===== src/rtl/clmul_unit_if.sv =====
// Operand/handshake bundle between operand select, the execute stage and clmul_unit.
// The unit takes the slave side; the execute-stage driver takes the master side.
interface clmul_unit_if;
  logic        s_flush_i;
  logic        s_start_i;
  logic [1:0]  s_function_i;
  logic [31:0] s_op1_i;
  logic [31:0] s_op2_i;
  logic        s_busy_o;
  logic        s_valid_o;
  logic [31:0] s_result_o;

  modport master (
    output s_flush_i,
    output s_start_i,
    output s_function_i,
    output s_op1_i,
    output s_op2_i,
    input  s_busy_o,
    input  s_valid_o,
    input  s_result_o
  );

  modport slave (
    input  s_flush_i,
    input  s_start_i,
    input  s_function_i,
    input  s_op1_i,
    input  s_op2_i,
    output s_busy_o,
    output s_valid_o,
    output s_result_o
  );
endinterface


===== src/rtl/clmul_unit.sv =====
// Iterative carry-less multiplier for clmul / clmulh / clmulr.
// Consumes BITS_PER_CYCLE multiplier bits per cycle; every output is driven from a flop.
module clmul_unit #(
  parameter int BITS_PER_CYCLE = 4
) (
  input  logic        s_clk_i,
  input  logic        s_resetn_i,
  clmul_unit_if.slave bus
);

  localparam int N  = 32 / BITS_PER_CYCLE;
  localparam int CW = $clog2(N);

  typedef enum logic [1:0] {
    IDLE = 2'd0,
    RUN  = 2'd1,
    DONE = 2'd2
  } state_t;

  state_t        state_reg;
  logic [63:0]   op1_reg;
  logic [31:0]   op2_reg;
  logic [63:0]   acc_reg;
  logic [63:0]   acc_next;
  logic [1:0]    func_reg;
  logic [CW-1:0] cnt_reg;
  logic [31:0]   result_reg;
  logic [31:0]   result_next;
  logic          busy_reg;
  logic          valid_reg;

  // One shifted copy of the multiplicand per multiplier bit handled this cycle.
  logic [63:0] term [BITS_PER_CYCLE];

  genvar gi;
  generate
    for (gi = 0; gi < BITS_PER_CYCLE; gi++) begin : g_term
      assign term[gi] = op2_reg[gi] ? (op1_reg << gi) : 64'h0;
    end
  endgenerate

  always_comb begin
    acc_next = acc_reg;
    for (int j = 0; j < BITS_PER_CYCLE; j++) begin
      acc_next = acc_next ^ term[j];
    end
  end

  // Result is taken from acc_next so the last partial products land in the same edge.
  always_comb begin
    result_next = 32'h0;
    case (func_reg)
      2'b00:   result_next = acc_next[31:0];
      2'b01:   result_next = acc_next[63:32];
      2'b10:   result_next = acc_next[62:31];
      default: result_next = 32'h0;
    endcase
  end

  always_ff @(posedge s_clk_i or negedge s_resetn_i) begin
    if (!s_resetn_i) begin
      state_reg  <= IDLE;
      op1_reg    <= 64'h0;
      op2_reg    <= 32'h0;
      acc_reg    <= 64'h0;
      func_reg   <= 2'b00;
      cnt_reg    <= '0;
      result_reg <= 32'h0;
      busy_reg   <= 1'b0;
      valid_reg  <= 1'b0;
    end else if (bus.s_flush_i) begin
      // Flush beats start; result_reg deliberately keeps its last value.
      state_reg <= IDLE;
      busy_reg  <= 1'b0;
      valid_reg <= 1'b0;
    end else begin
      case (state_reg)
        IDLE, DONE: begin
          if (bus.s_start_i) begin
            state_reg <= RUN;
            op1_reg   <= {32'h0, bus.s_op1_i};
            op2_reg   <= bus.s_op2_i;
            func_reg  <= bus.s_function_i;
            acc_reg   <= 64'h0;
            cnt_reg   <= '0;
            busy_reg  <= 1'b1;
            valid_reg <= 1'b0;
          end else begin
            state_reg <= IDLE;
            busy_reg  <= 1'b0;
            valid_reg <= 1'b0;
          end
        end
        RUN: begin
          acc_reg <= acc_next;
          op1_reg <= op1_reg << BITS_PER_CYCLE;
          op2_reg <= op2_reg >> BITS_PER_CYCLE;
          cnt_reg <= cnt_reg + 1'b1;
          if (cnt_reg == CW'(N - 1)) begin
            state_reg  <= DONE;
            result_reg <= result_next;
            busy_reg   <= 1'b0;
            valid_reg  <= 1'b1;
          end
        end
        default: begin
          state_reg <= IDLE;
          busy_reg  <= 1'b0;
          valid_reg <= 1'b0;
        end
      endcase
    end
  end

  assign bus.s_busy_o   = busy_reg;
  assign bus.s_valid_o  = valid_reg;
  assign bus.s_result_o = result_reg;

endmodule


===== src/flat_wrapper.sv =====
// flat-port wrapper written by rule: the top's interface ports become plain ports
module clmul_unit_flat 
#(
  parameter int BITS_PER_CYCLE = 4
)
  (s_clk_i, s_resetn_i, bus_s_flush_i, bus_s_start_i, bus_s_function_i, bus_s_op1_i, bus_s_op2_i, bus_s_busy_o, bus_s_valid_o, bus_s_result_o);
  clmul_unit_if bus_i ();
  input  logic s_clk_i;
  input  logic s_resetn_i;
  input wire logic [$bits(bus_i.s_flush_i)-1:0] bus_s_flush_i;
  input wire logic [$bits(bus_i.s_start_i)-1:0] bus_s_start_i;
  input wire logic [$bits(bus_i.s_function_i)-1:0] bus_s_function_i;
  input wire logic [$bits(bus_i.s_op1_i)-1:0] bus_s_op1_i;
  input wire logic [$bits(bus_i.s_op2_i)-1:0] bus_s_op2_i;
  output wire logic [$bits(bus_i.s_busy_o)-1:0] bus_s_busy_o;
  output wire logic [$bits(bus_i.s_valid_o)-1:0] bus_s_valid_o;
  output wire logic [$bits(bus_i.s_result_o)-1:0] bus_s_result_o;
  assign bus_i.s_flush_i = bus_s_flush_i;
  assign bus_i.s_start_i = bus_s_start_i;
  assign bus_i.s_function_i = bus_s_function_i;
  assign bus_i.s_op1_i = bus_s_op1_i;
  assign bus_i.s_op2_i = bus_s_op2_i;
  assign bus_s_busy_o = bus_i.s_busy_o;
  assign bus_s_valid_o = bus_i.s_valid_o;
  assign bus_s_result_o = bus_i.s_result_o;
  clmul_unit #(.BITS_PER_CYCLE(BITS_PER_CYCLE)) u_core (.s_clk_i(s_clk_i), .s_resetn_i(s_resetn_i), .bus(bus_i));
endmodule

===== config.mk =====
export PLATFORM = sky130hd
export DESIGN_NAME = clmul_unit_flat
export DESIGN_NICKNAME = d
export VERILOG_FILES = /design/src/rtl/clmul_unit_if.sv /design/src/rtl/clmul_unit.sv /design/src/flat_wrapper.sv
export SDC_FILE = /design/constraint.sdc
export NUM_CORES = 1
export LEC_CHECK = 0
export BUFFER_PORTS_ARGS = -buffer_cell sky130_fd_sc_hd__buf_2
export CAP_MARGIN = 10
export CORE_MARGIN = 1
export CORE_UTILIZATION = 30
export CTS_CLUSTER_DIAMETER = 50
export CTS_CLUSTER_SIZE = 14
export DETAILED_ROUTE_END_ITERATION = 10
export GPL_ROUTABILITY_DRIVEN = 0
export PLACE_DENSITY = 0.51
export SLEW_MARGIN = 20
export SYNTH_ARGS = -nofsm -noshare
export SYNTH_HDL_FRONTEND = slang
export SYNTH_SLANG_ARGS = --single-unit

===== constraint.sdc =====
create_clock -name s_clk_i -period 1.8 [get_ports s_clk_i]
set_clock_uncertainty 0.1 [all_clocks]
set_input_delay 0.36 -clock s_clk_i [delete_from_list [all_inputs] [get_ports s_clk_i]]
set_output_delay 0.36 -clock s_clk_i [all_outputs]
set_load 0.02 [all_outputs]

# [Word-level counts from Yosys, hierarchy flattened]
# Index checks and enable logic that the tools add are counted.
[op_classes] reduce_logical=7 muxes=24 bitwise=5 n_eq_ne=7 addsub=1
[op_table] cell="64-bit two-way mux" n=6
[op_table] cell="64-bit case mux with 2 select lines" n=2
[op_table] cell="64-bit bitwise XOR" n=4
[op_table] cell="32-bit case mux with 3 select lines" n=1
[op_table] cell="32-bit case mux with 2 select lines" n=1
[op_table] cell="32-bit two-way mux" n=1
[op_table] cell="3-bit AND reduction" n=3
[op_table] cell="1-bit two-way mux" n=7
[op_table] cell="3-bit case mux with 2 select lines" n=1
[op_table] cell="2-bit by 1-bit equality test with 1-bit output, second input constant" n=2
[op_table] cell="2-bit equality test, second input constant" n=2
[op_table] cell="2-bit zero test" n=2
[op_table] cell="2-bit two-way mux" n=2
[op_table] cell="2-bit case mux with 2 select lines" n=1
[op_table] cell="3-bit by 1-bit adder with 3-bit output, second input constant" n=1
[op_table] cell="3-bit equality test, second input constant" n=1
[op_table] cell="3-bit two-way mux" n=1
[op_table] cell="3-bit by 2-bit != test with 1-bit output, second input constant" n=1
[op_table] cell="2-bit != test, second input constant" n=1
[op_table] cell="1-bit case mux with 2 select lines" n=1
[op_table] cell="2-bit nonzero test" n=1
[op_table] cell="2-bit OR reduction" n=1
[op_table] cell="1-bit NOT" n=1
[totals] elab_cells=53 regBits=201

# [Logic depth before layout (Yosys ltp)]
# Gate-level depths: netlist of run 1.
[logic_depth] depth_word=6 depth_mapped=8 ltp_nobuf=7

# [Worst setup path after synthesis of run 1]
# Ideal clock, no wire load.
[synth_path] kind="register to register" from="register u_core.state_reg[0]" to="register u_core.acc_reg[22]" setup_time_ps=121 t_required_ps=1579 stages_incl_launch_ff=7 slack_ps=-49 t_arrival_ps=1628 n_path_buf=2 cell_sequence="dfrtp_1 -> nor3b_1 -> or2_1 -> clkbuf_1 -> buf_2 -> o21ai_0 -> a22o_1"
[synth_between] elab_chain_cells=4 elab_cells_between_ends=8 cone_classes="eq/ne: 3; mux: 1; reduce/logical: 4"
[synth_rtl] item="start: declaration" line="clmul_unit.sv:20" rtl="state_t state_reg;"
[synth_rtl] item="start signal: assignment" line="clmul_unit.sv:62" rtl="state_reg <= IDLE;"
[synth_rtl] item="start signal: assignment" line="clmul_unit.sv:73" rtl="state_reg <= IDLE;"
[synth_rtl] item="start signal: assignment" line="clmul_unit.sv:80" rtl="state_reg <= RUN;"
[synth_rtl] item="2-bit equality test / 2-bit zero test (equally long branches)" line="clmul_unit.sv:77" rtl="case (state_reg)"
[synth_rtl] item="2-bit OR reduction" line="clmul_unit.sv:77"
[synth_rtl] item="2-bit != test (no source line) / 2-bit nonzero test (equally long branches)"
[synth_rtl] item="3-bit AND reduction (no source line)"
[synth_rtl] item="end signal: assignment" line="clmul_unit.sv:95" rtl="acc_reg <= acc_next;"
[synth_rtl] item="end: declaration" line="clmul_unit.sv:23" rtl="logic [63:0] acc_reg;"
# Several ways; a longest one is shown, not always the timed one.
# A chain may end at the register's enable or synchronous reset.

# [Worst setup path after layout of run 1]
[layout_path] from="register u_core.op2_reg[3]" to="register u_core.result_reg[8], in the netlist u_core.bus.s_result_o[8]"
[layout_between] elab_chain_cells=3
[layout_rtl] item="start: declaration" line="clmul_unit.sv:22" rtl="logic [31:0] op2_reg;"
[layout_rtl] item="start signal: assignment" line="clmul_unit.sv:82" rtl="op2_reg <= bus.s_op2_i;"
[layout_rtl] item="start signal: assignment" line="clmul_unit.sv:97" rtl="op2_reg <= op2_reg >> BITS_PER_CYCLE;"
[layout_rtl] item="64-bit two-way mux" line="clmul_unit.sv:38" rtl="assign term[gi] = op2_reg[gi] ? (op1_reg << gi) : 64'h0;"
[layout_rtl] item="64-bit bitwise XOR" line="clmul_unit.sv:45" rtl="acc_next = acc_next ^ term[j];"
[layout_rtl] item="32-bit case mux with 3 select lines" line="clmul_unit.sv:52" rtl="case (func_reg)"
[layout_rtl] item="end signal: assignment" line="clmul_unit.sv:101" rtl="result_reg <= result_next;"
[layout_rtl] item="end: declaration" line="clmul_unit.sv:27" rtl="logic [31:0] result_reg;"
# Every way passes these cells.

==> results of run 1 <==
cell usage in the layout, fill, tap and decap left out, drive strengths merged, types with 2 or more instances in the layout:
master and count:
a22oi 2, o21ai 109, xnor3 42, o2bb2ai 10, nand2 334, a221oi 15, xnor2 115, mux2 2
o221ai 7, a2bb2oi 3, clkbuf 27, a21o 6, o22ai 17, ha 2, nor2 42, clkinv 3
dfrtp 200, nand2b 7, or3 13, a21oi 16, xor2 65, mux2i 56, dlygate4sd3 6, a22o 81
inv 16, bufinv 4, buf 316, nor3b 2, nor2b 3, or2 2
final cells by class:
cell class	count	area (µm²)	share of cell area [%]
clock buffer	23	478	2.74
inverter	15	56.3	0.323
clock inverter	9	163	0.932
sequential	200	5010	28.7
tap	525	657	3.76
multi-input combinational	958	8240	47.2
timing repair buffer	326	2860	16.4
worst register-to-register path, cell delays in order, from the launching register on:
cell and delay (ns):
dfrtp_2 0.43, buf_12 0.18, nand2_1 0.08, xnor3_1 0.43
xnor2_2 0.22, a221oi_4 0.36, o22ai_1 0.11
logic make-up after synthesis:
logic type      count (synthesis)
compound gates                273
xor+xnor                      222
fa+ha+maj                       2
buf+inv                       105
flops                         200
mux                            58
simple gates                  403
stage by stage:
stage	power (mW)	std cells	TNS (ns)	hold slack, ns
3_5_place_dp	14.5	1979	-12.83	0.192
4_1_cts	20.6	2044	-7.43	0.00164
6_report	21.5	2056	-7.48	0.0279
2_1_floorplan	11.2	1263	0	-0.0356
5_1_grt	22.6	2056	-12.69	0.0130
3_3_place_gp	14.4	1979	-12.37	0.190
power groups by stage:
stage | logic [mW] | registers [mW] | clock network [mW]
after floorplan | 4.97 | 6.22 | 0
after global placement | 7.93 | 6.47 | 0
after detailed placement | 7.97 | 6.50 | 0
after CTS | 9.66 | 6.50 | 4.44
after global routing | 11.3 | 6.72 | 4.61
final | 10.6 | 6.58 | 4.34
repair_timing:
item	4_1_cts	5_1_grt
setup endpoints to repair	120	96
pin swaps	75	87
cloned	5	3
endpoints found under the hold margin	68	0
gates resized for setup	217	148
buffers inserted	23	13
hold buffers	6	0
worst max path at each step:
stage / start / end / slack (ns) / cells after the start
after global routing: u_core.op2_reg[0]$_DFFE_PN0P_ / u_core.bus.s_result_o[11]$_DFFE_PN0P_ / -0.28 / 8
final: u_core.op2_reg[3]$_DFFE_PN0P_ / u_core.bus.s_result_o[8]$_DFFE_PN0P_ / -0.23 / 6
after global placement: u_core.op2_reg[3]$_DFFE_PN0P_ / u_core.bus.s_result_o[6]$_DFFE_PN0P_ / -0.45 / 9
after CTS: u_core.op2_reg[0]$_DFFE_PN0P_ / u_core.bus.s_result_o[9]$_DFFE_PN0P_ / -0.24 / 7
after detailed placement: u_core.op2_reg[0]$_DFFE_PN0P_ / u_core.bus.s_result_o[8]$_DFFE_PN0P_ / -0.43 / 6
after floorplan: u_core.state_reg[0]$_DFFE_PN0P_ / u_core.acc_reg[22]$_DFFE_PN0P_ / 0.001 / 7
layer usage:
| layer | global-route usage [%] | share of wire, % |
|---|---|---|
| met1 | 28.3 | 48 |
| met2 | 29.5 | 46 |
| met3 | 3.20 | 4.5 |
| met4 | 4.82 | 1.4 |
| met5 | 0 | 0 |
==> results.py, run 1 <==
metrics = {
    "power_and_ir_drop": {
        "p_leak_nw": 8.30,
        "pwr-share-clk_pct": 20.2,
        "cellPowerDensity_nw_per_um2": 1230,
        "seq_power_share_pct": 30.6,
        "peakVddDrop_uv": 605,
        "switchingPower_mw": 8.21,
        "swShare_pct": 38.2,
        "p_comb_share_pct": 49.2,
        "p_int_mw": 13.3,
    },
    "final_layout": {
        "layout.nets": 1590,
        "drive_above_1_share_pct": 39.4,
        "final_util_pct": 43.5,
        "design_area_um2": 17500,
        "fill_cells": 3756,
        "n_antenna_cell": 0,
        "area_growth_pct": 42.1,
    },
    "grt": {
        "grt-ovfl-total": 0,
        "grt_pass1_wl_um": 61200,
        "grt_max_degree": 61,
        "antenna_found_initial": 0,
        "grt_usage_pct": 19.3,
        "grt_pass1_vias": 10400,
    },
    "clock_tree": {
        "cts_buffer_depth": 2,
        "cts_max_level": 4,
        "clock-sinks": 200,
        "cts_buffers": 17,
        "cts-root-buf": "clkbuf_16",
        "cts_tree": "yes",
        "clk_latency_ns": 0.46,
        "clk_pin_slew_ns": 0.08,
    },
    "worst_setup_path": {
        "startpoint_type": "flip-flop",
        "crit_required_ns": 2.04,
        "crit_chain": "buf_12 -> nand2_1 -> xnor3_1 -> xnor2_2 -> a221oi_4 -> o22ai_1",
        "cp_num_buf_inv": 1,
        "critPathMaxStageDelay_ns": 0.43,
        "cp.arrival_ns": 2.27,
        "critPathTopFamily": "XOR/XNOR gates",
        "crit_slowest_cell": "dfrtp_2",
        "r2r_cells": 6,
        "reg2reg_slack_ns": -0.23,
        "cp_max_fo": 19,
        "r2r-end": "u_core.bus.s_result_o[8]$_DFFE_PN0P_",
        "worst-setup-path-type": "flip-flop to flip-flop",
        "r2r-start": "u_core.op2_reg[3]$_DFFE_PN0P_",
        "critical_path.endpoint_type": "flip-flop",
    },
    "yosys": {
        "ys_async_sr_fraction_pct": 100,
        "synth_mux_area_share_pct": 4.74,
        "yosys.area_share.adder_pct": 0.204,
        "synth_compound_area_share_pct": 15.3,
        "synth_area_leaders": "dfrtp_1, nand2_1, xnor2_1",
        "synth_top_family_by_area": "XOR/XNOR gates",
        "syn-instance-count": 1263,
        "synth_ff_type": "dfrtp_1",
        "synth-simple-area-share_pct": 13.0,
        "synth_edf_count": 0,
        "yosysMostFrequentCell": "nand2_1",
        "syn_avg_cell_area_um2": 9.73,
        "ys_warn_count": 0,
        "synth-seq-area-share_pct": 40.7,
        "yosysTopAreaCellShare_pct": 40.7,
        "yosys.area_share.xor_xnor_pct": 21.4,
        "yosysTopAreaCell": "dfrtp_1",
        "synth_area_um2": 12300,
        "yosys-top-cells-count": "nand2_1, dfrtp_1, xnor2_1",
        "ys_ff_latch": 200,
        "synthDistinctLibCells": 44,
        "syn_nets": 1335,
    },
    "placed_design": {
        "io_buffers": 103,
        "dp_hpwl_um": 26500,
        "dpl_cell_area_um2": 14600,
        "pre_cts_ws_ns": -0.431,
    },
    "die": {
        "floorplan.initialDensity_pct": 30.6,
        "die_w_um": 204,
        "core-area_um2": 40100,
        "die_h_um": 204,
        "rows": 73,
        "die-area_um2": 41800,
        "io-pin-count": 104,
    },
    "flow_run": {
        "cap_viol_max_count": 0,
    },
    "sta": {
        "tightest_slew_ns": 0.493,
        "finalHoldViolations": 0,
        "slew_headroom_pct": 67.2,
        "max_freq_mhz": 493,
        "setup_slack_ns": -0.227,
        "post-route-min-period_ns": 2.03,
        "rsz0062_at_grt": "true",
        "maxSlewViolCount": 0,
        "period_share_pct": 113,
        "setup_viol": 71,
    },
    "min_path": {
        "min_delay_worst_endpoint": "u_core.op1_reg[0]$_DFFE_PN0P_",
        "hold_class": "input pin to flip-flop",
        "holdCritStartpoint": "bus_s_op1_i[0]",
        "whs_path_depth": 2,
    },
    "detailed_routing": {
        "wl_um": 40100,
        "drtIter0Drc": 570,
        "firstDrtPassIters": 5,
        "drt-wirelength-per-cell_um": 19.5,
        "vias": 10200,
        "viasPerCell": 4.95,
        "ant_nets": 0,
        "remaining_drc_errors": 0,
    },
    "outcome": {
        "status": "finished, violations left",
        "violations": "setup timing",
    },
}
Note: power is estimated with default switching activity, not from simulation.
==> run 2: changes to the inputs <==
--- a/config.mk
+++ b/config.mk
@@ -13,6 +13,7 @@
 export CTS_CLUSTER_SIZE = 14
 export DETAILED_ROUTE_END_ITERATION = 10
 export GPL_ROUTABILITY_DRIVEN = 0
+export HOLD_SLACK_MARGIN = 0.05
 export PLACE_DENSITY = 0.51
 export SLEW_MARGIN = 20
 export SYNTH_ARGS = -nofsm -noshare
==> results.py, run 2 (synthesized netlist as in run 1, its figures left out) <==
metrics = {
    "grt": {
        "grt_usage_pct": 19.4,
        "antenna_found_initial": 0,
        "grt_pass1_vias": 10400,
        "grt_max_degree": 61,
        "grt-ovfl-total": 0,
        "grt_pass1_wl_um": 61300,
    },
    "detailed_routing": {
        "ant_nets": 0,
        "firstDrtPassIters": 5,
        "viasPerCell": 4.96,
        "wl_um": 40200,
        "wl_met3_um": 1820,
        "drtIter0Drc": 640,
        "top_layer": "met4",
        "wl_met2_um": 18500,
        "drt-wirelength-per-cell_um": 19.5,
        "met1_length_um": 19300,
        "remaining_drc_errors": 0,
        "vias": 10200,
    },
    "power_and_ir_drop": {
        "p_leak_nw": 8.32,
        "peakVddDrop_uv": 604,
        "finalPower_mw": 21.5,
        "cellPowerDensity_nw_per_um2": 1230,
    },
    "die": {
        "rows": 73,
        "die-area_um2": 41800,
        "io-pin-count": 104,
        "die_w_um": 204,
        "core-area_um2": 40100,
        "floorplan.initialDensity_pct": 30.6,
        "die_h_um": 204,
    },
    "placed_design": {
        "placedCellCount": 1979,
        "dpl_cell_area_um2": 14600,
        "pre_cts_ws_ns": -0.431,
        "dp_hpwl_um": 26500,
        "io_buffers": 103,
    },
    "worst_setup_path": {
        "critPathTopFamily": "XOR/XNOR gates",
        "r2r_cells": 6,
        "cp_max_fo": 19,
        "crit_slowest_cell": "dfrtp_2",
        "worst-path-stages": 6,
        "startpoint_type": "flip-flop",
        "cp.arrival_ns": 2.27,
        "crit_chain": "buf_12 -> nand2_1 -> xnor3_1 -> xnor2_2 -> a221oi_4 -> o22ai_1",
        "crit_required_ns": 2.04,
        "critPathMaxStageDelay_ns": 0.43,
        "critical_path.endpoint_type": "flip-flop",
        "worst-setup-path-type": "flip-flop to flip-flop",
        "cp_num_buf_inv": 1,
    },
    "flow_run": {
        "cap_viol_max_count": 0,
    },
    "sta": {
        "post-route-min-period_ns": 2.03,
        "finalHoldViolations": 0,
        "slew_headroom_pct": 67.7,
        "maxSlewViolCount": 0,
        "period_share_pct": 113,
        "tightest_slew_ns": 0.485,
        "setup_slack_ns": -0.229,
        "setup_viol": 71,
        "max_freq_mhz": 493,
        "rsz0062_at_grt": "true",
    },
    "final_layout": {
        "area_growth_pct": 42.4,
        "design_area_um2": 17500,
        "final_cell_mix": "nand2_1, dfrtp_1, buf_4",
        "layout.nets": 1594,
        "n_antenna_cell": 0,
        "layout_commonest_cell": "nand2_1",
        "drive_above_1_share_pct": 39.3,
        "stdcell_count": 2060,
    },
    "clock_tree": {
        "clk_latency_ns": 0.46,
        "cts_buffers": 17,
        "clk_pin_slew_ns": 0.08,
        "clock-sinks": 200,
        "cts_max_level": 4,
        "cts_tree": "yes",
        "cts-root-buf": "clkbuf_16",
        "cts_buffer_depth": 2,
    },
    "outcome": {
        "violations": "setup timing",
        "status": "finished, violations left",
    },
    "min_path": {
        "hold_class": "input pin to flip-flop",
        "whs_path_depth": 3,
    },
}
==> run 2: cell count changes in the layout (fill, tap and decap cells not counted) <==
cell           change
dlygate4sd3_1      +4
==> run 2: metal layers <==
metal	GRT usage, %	vias to the layer above
met1	28.3	5125
met5	0	-
li1	-	4787
met4	4.82	0
met2	29.5	261
met3	3.17	37
==> run 2: worst register-to-register path, cell delays in order (launching register included) <==
cell and delay (ns):
dfrtp_2 0.43, buf_12 0.18, nand2_1 0.08, xnor3_1 0.43, xnor2_2 0.22, a221oi_4 0.36
o22ai_1 0.11
==> run 2: path summary, 6_finish.rpt <==
kind                                                 from                                   end  slack, ns
hold reg to reg            u_core.op2_reg[14]$_DFFE_PN0P_        u_core.op2_reg[14]$_DFFE_PN0P_       0.38
min in group asynchronous                      s_resetn_i        u_core.acc_reg[29]$_DFFE_PN0P_       0.27
max in group asynchronous                      s_resetn_i         u_core.op2_reg[6]$_DFFE_PN0P_       0.66
setup / recovery            u_core.op2_reg[3]$_DFFE_PN0P_  u_core.bus.s_result_o[8]$_DFFE_PN0P_      -0.23
setup reg to reg            u_core.op2_reg[3]$_DFFE_PN0P_  u_core.bus.s_result_o[8]$_DFFE_PN0P_      -0.23
hold / removal                             bus_s_op1_i[8]         u_core.op1_reg[8]$_DFFE_PN0P_       0.08
==> run 2: cell type report <==
type	count	area, µm²
Timing Repair Buffer	330	2900
Fill cell	3754	22600
Clock inverter	9	163
Tap cell	525	657
Clock buffer	23	478
Inverter	15	56.3
Multi-Input combinational cell	958	8240
Sequential cell	200	5010
==> run 2: through the flow <==
| step | hold WS [ns] | util [%] | setup TNS (ns) |
|---|---|---|---|
| floorplan | -0.0356 | - | 0 |
| global placement | 0.190 | 36.5 | -12.37 |
| detailed placement | 0.192 | 36.5 | -12.83 |
| finish | 0.0836 | 43.6 | -7.65 |
| global route | 0.0753 | 43.6 | -12.69 |
| CTS | 0.0575 | 41.6 | -7.43 |
==> run 2: what timing repair did <==
| item | 4_1_cts | 5_1_grt |
|---|---|---|
| gates resized for setup | 217 | 148 |
| buffers inserted | 23 | 13 |
| setup endpoints to repair | 120 | 96 |
| hold buffers | 10 | 0 |
| endpoints found under the hold margin | 161 | 0 |
| pin swaps | 75 | 87 |
| gates cloned | 5 | 3 |
==> run 2: report_power, final <==
group | total (mW) | switching [mW] | internal [mW] | leakage (nW)
sequential | 6.59 | 1.17 | 5.42 | 2.66
clock | 4.34 | 1.88 | 2.46 | 0.308
combinational | 10.6 | 5.20 | 5.41 | 5.35
==> run 3: changes to the inputs <==
==> constraint.sdc (replaced) <==
create_clock -name s_clk_i -period 1.7 [get_ports s_clk_i]
set_clock_uncertainty 0.1 [all_clocks]
set_input_delay 0.34 -clock s_clk_i [delete_from_list [all_inputs] [get_ports s_clk_i]]
set_output_delay 0.34 -clock s_clk_i [all_outputs]
set_load 0.02 [all_outputs]
==> results.py, run 3 (synthesized netlist as in run 1, its figures left out) <==
metrics = {
    "outcome": {
        "status": "finished, violations left",
        "violations": "setup timing",
    },
    "die": {
        "die_w_um": 204,
        "io-pin-count": 104,
        "rows": 73,
        "die_h_um": 204,
        "die-area_um2": 41800,
        "core-area_um2": 40100,
        "floorplan.initialDensity_pct": 30.6,
    },
    "grt": {
        "antenna_found_initial": 1,
        "grt_usage_pct": 19.1,
        "grt_pass1_wl_um": 61000,
        "grt-ovfl-total": 0,
        "grt_pass1_vias": 10500,
        "grt_max_degree": 66,
    },
    "sta": {
        "rsz0062_at_grt": "true",
        "timing.hold.ws_ns": 0.0487,
        "maxSlewViolCount": 0,
        "post-route-min-period_ns": 2.06,
        "period_share_pct": 121,
        "finalHoldViolations": 0,
        "tightest_slew_ns": 0.601,
        "finalSetupTns_ns": -17.38,
        "max_freq_mhz": 486,
        "setup_slack_ns": -0.357,
        "slew_headroom_pct": 59.9,
        "setup_viol": 92,
    },
    "detailed_routing": {
        "vias": 10400,
        "viasPerCell": 4.93,
        "firstDrtPassIters": 6,
        "drt-wirelength-per-cell_um": 19.2,
        "remaining_drc_errors": 0,
        "ant_nets": 0,
        "wl_um": 40300,
        "drtIter0Drc": 606,
    },
    "power_and_ir_drop": {
        "finalPower_mw": 22.9,
        "p_leak_nw": 8.54,
        "cellPowerDensity_nw_per_um2": 1270,
        "peakVddDrop_uv": 732,
    },
    "worst_setup_path": {
        "startpoint_type": "flip-flop",
        "crit_required_ns": 1.96,
        "critical_path.endpoint_type": "flip-flop",
        "cp_num_buf_inv": 4,
        "crit_slowest_cell": "dfrtp_2",
        "worst-setup-path-type": "flip-flop to flip-flop",
        "cp_max_fo": 8,
        "critPathMaxStageDelay_ns": 0.45,
        "r2r_cells": 9,
        "worst-path-stages": 9,
        "cp.arrival_ns": 2.31,
        "critPathTopFamily": "buffers and inverters",
        "crit_chain": "buf_8 -> buf_12 -> buf_16 -> nand2_2 -> xor2_2 -> xnor2_2 -> buf_6 -> o21ai_0 -> a22o_1",
    },
    "final_layout": {
        "design_area_um2": 18000,
        "n_antenna_cell": 0,
        "layout.nets": 1638,
        "drive_above_1_share_pct": 40.7,
        "stdcell_count": 2104,
        "layout_commonest_cell": "nand2_1",
        "final_cell_mix": "nand2_1, dfrtp_1, buf_4",
        "final_util_pct": 44.9,
        "area_growth_pct": 46.5,
    },
    "placed_design": {
        "placedCellCount": 1998,
        "dp_hpwl_um": 27100,
        "pre_cts_ws_ns": -0.427,
        "dpl_cell_area_um2": 15000,
        "io_buffers": 103,
    },
    "clock_tree": {
        "cts_max_level": 4,
        "clk_pin_slew_ns": 0.08,
        "cts_buffer_depth": 2,
        "cts-root-buf": "clkbuf_16",
        "cts_tree": "yes",
        "clock-sinks": 200,
        "cts_buffers": 17,
        "clk_latency_ns": 0.47,
    },
    "min_path": {
        "hold_class": "input pin to flip-flop",
        "whs_path_depth": 3,
    },
    "flow_run": {
        "cap_viol_max_count": 0,
    },
}
## run 3: cell types whose count changed in the layout (fill, tap and decap cells not counted), sizes merged
| cell | before | now |
|---|---|---|
| buf | 316 | 349 |
| bufbuf | 0 | 1 |
| clkbuf | 27 | 26 |
| clkinv | 3 | 2 |
| clkinvlp | 1 | 4 |
| dlygate4sd3 | 10 | 15 |
| inv | 16 | 20 |
## run 3: metal layers
metal / routed length, µm / track usage, %
met3: 1890 / 3.54
met1: 18600 / 26.5
met2: 19100 / 30.3
met4: 784 / 5.57
met5: 10 / 0
## run 3: worst paths after layout
check | from | end | slack [ns]
min | bus_s_op1_i[14] | u_core.op1_reg[14]$_DFFE_PN0P_ | 0.05
min in group asynchronous | s_resetn_i | u_core.acc_reg[31]$_DFFE_PN0P_ | 0.31
max | u_core.op2_reg[0]$_DFFE_PN0P_ | u_core.acc_reg[6]$_DFFE_PN0P_ | -0.36
min reg2reg | u_core.op2_reg[15]$_DFFE_PN0P_ | u_core.op2_reg[15]$_DFFE_PN0P_ | 0.38
max in group asynchronous | s_resetn_i | u_core.op1_reg[10]$_DFFE_PN0P_ | 0.60
max reg2reg | u_core.op2_reg[0]$_DFFE_PN0P_ | u_core.acc_reg[6]$_DFFE_PN0P_ | -0.36
## run 3: layout make-up
| class | count | area, µm² |
|---|---|---|
| fill | 3736 | 22100 |
| clock buffer | 17 | 425 |
| inverter | 15 | 56.3 |
| multi-input combinational | 958 | 8090 |
| clock inverter | 15 | 213 |
| tap | 525 | 657 |
| sequential | 200 | 5010 |
| timing repair buffer | 374 | 3550 |
## run 3: report_power, final
part	internal, mW	switching [mW]
Combinational	5.98	5.48
Clock	2.50	2.07
Sequential	5.74	1.17
Total	14.2	8.71
## run 3: worst register-to-register path, cell delays in order, from the launching register on
cell,delay [ns]
dfrtp_2,0.45
buf_8,0.17
buf_12,0.13
buf_16,0.13
nand2_2,0.08
xor2_2,0.23
xnor2_2,0.19
buf_6,0.17
o21ai_0,0.08
a22o_1,0.23
## run 3: repair_timing
item,CTS,global route
gates cloned,6,11
hold buffers,15,0
endpoints found under the hold margin,58,0
setup buffers,17,25
pin swaps,93,74
setup endpoints to repair,93,135
resized for setup,220,147
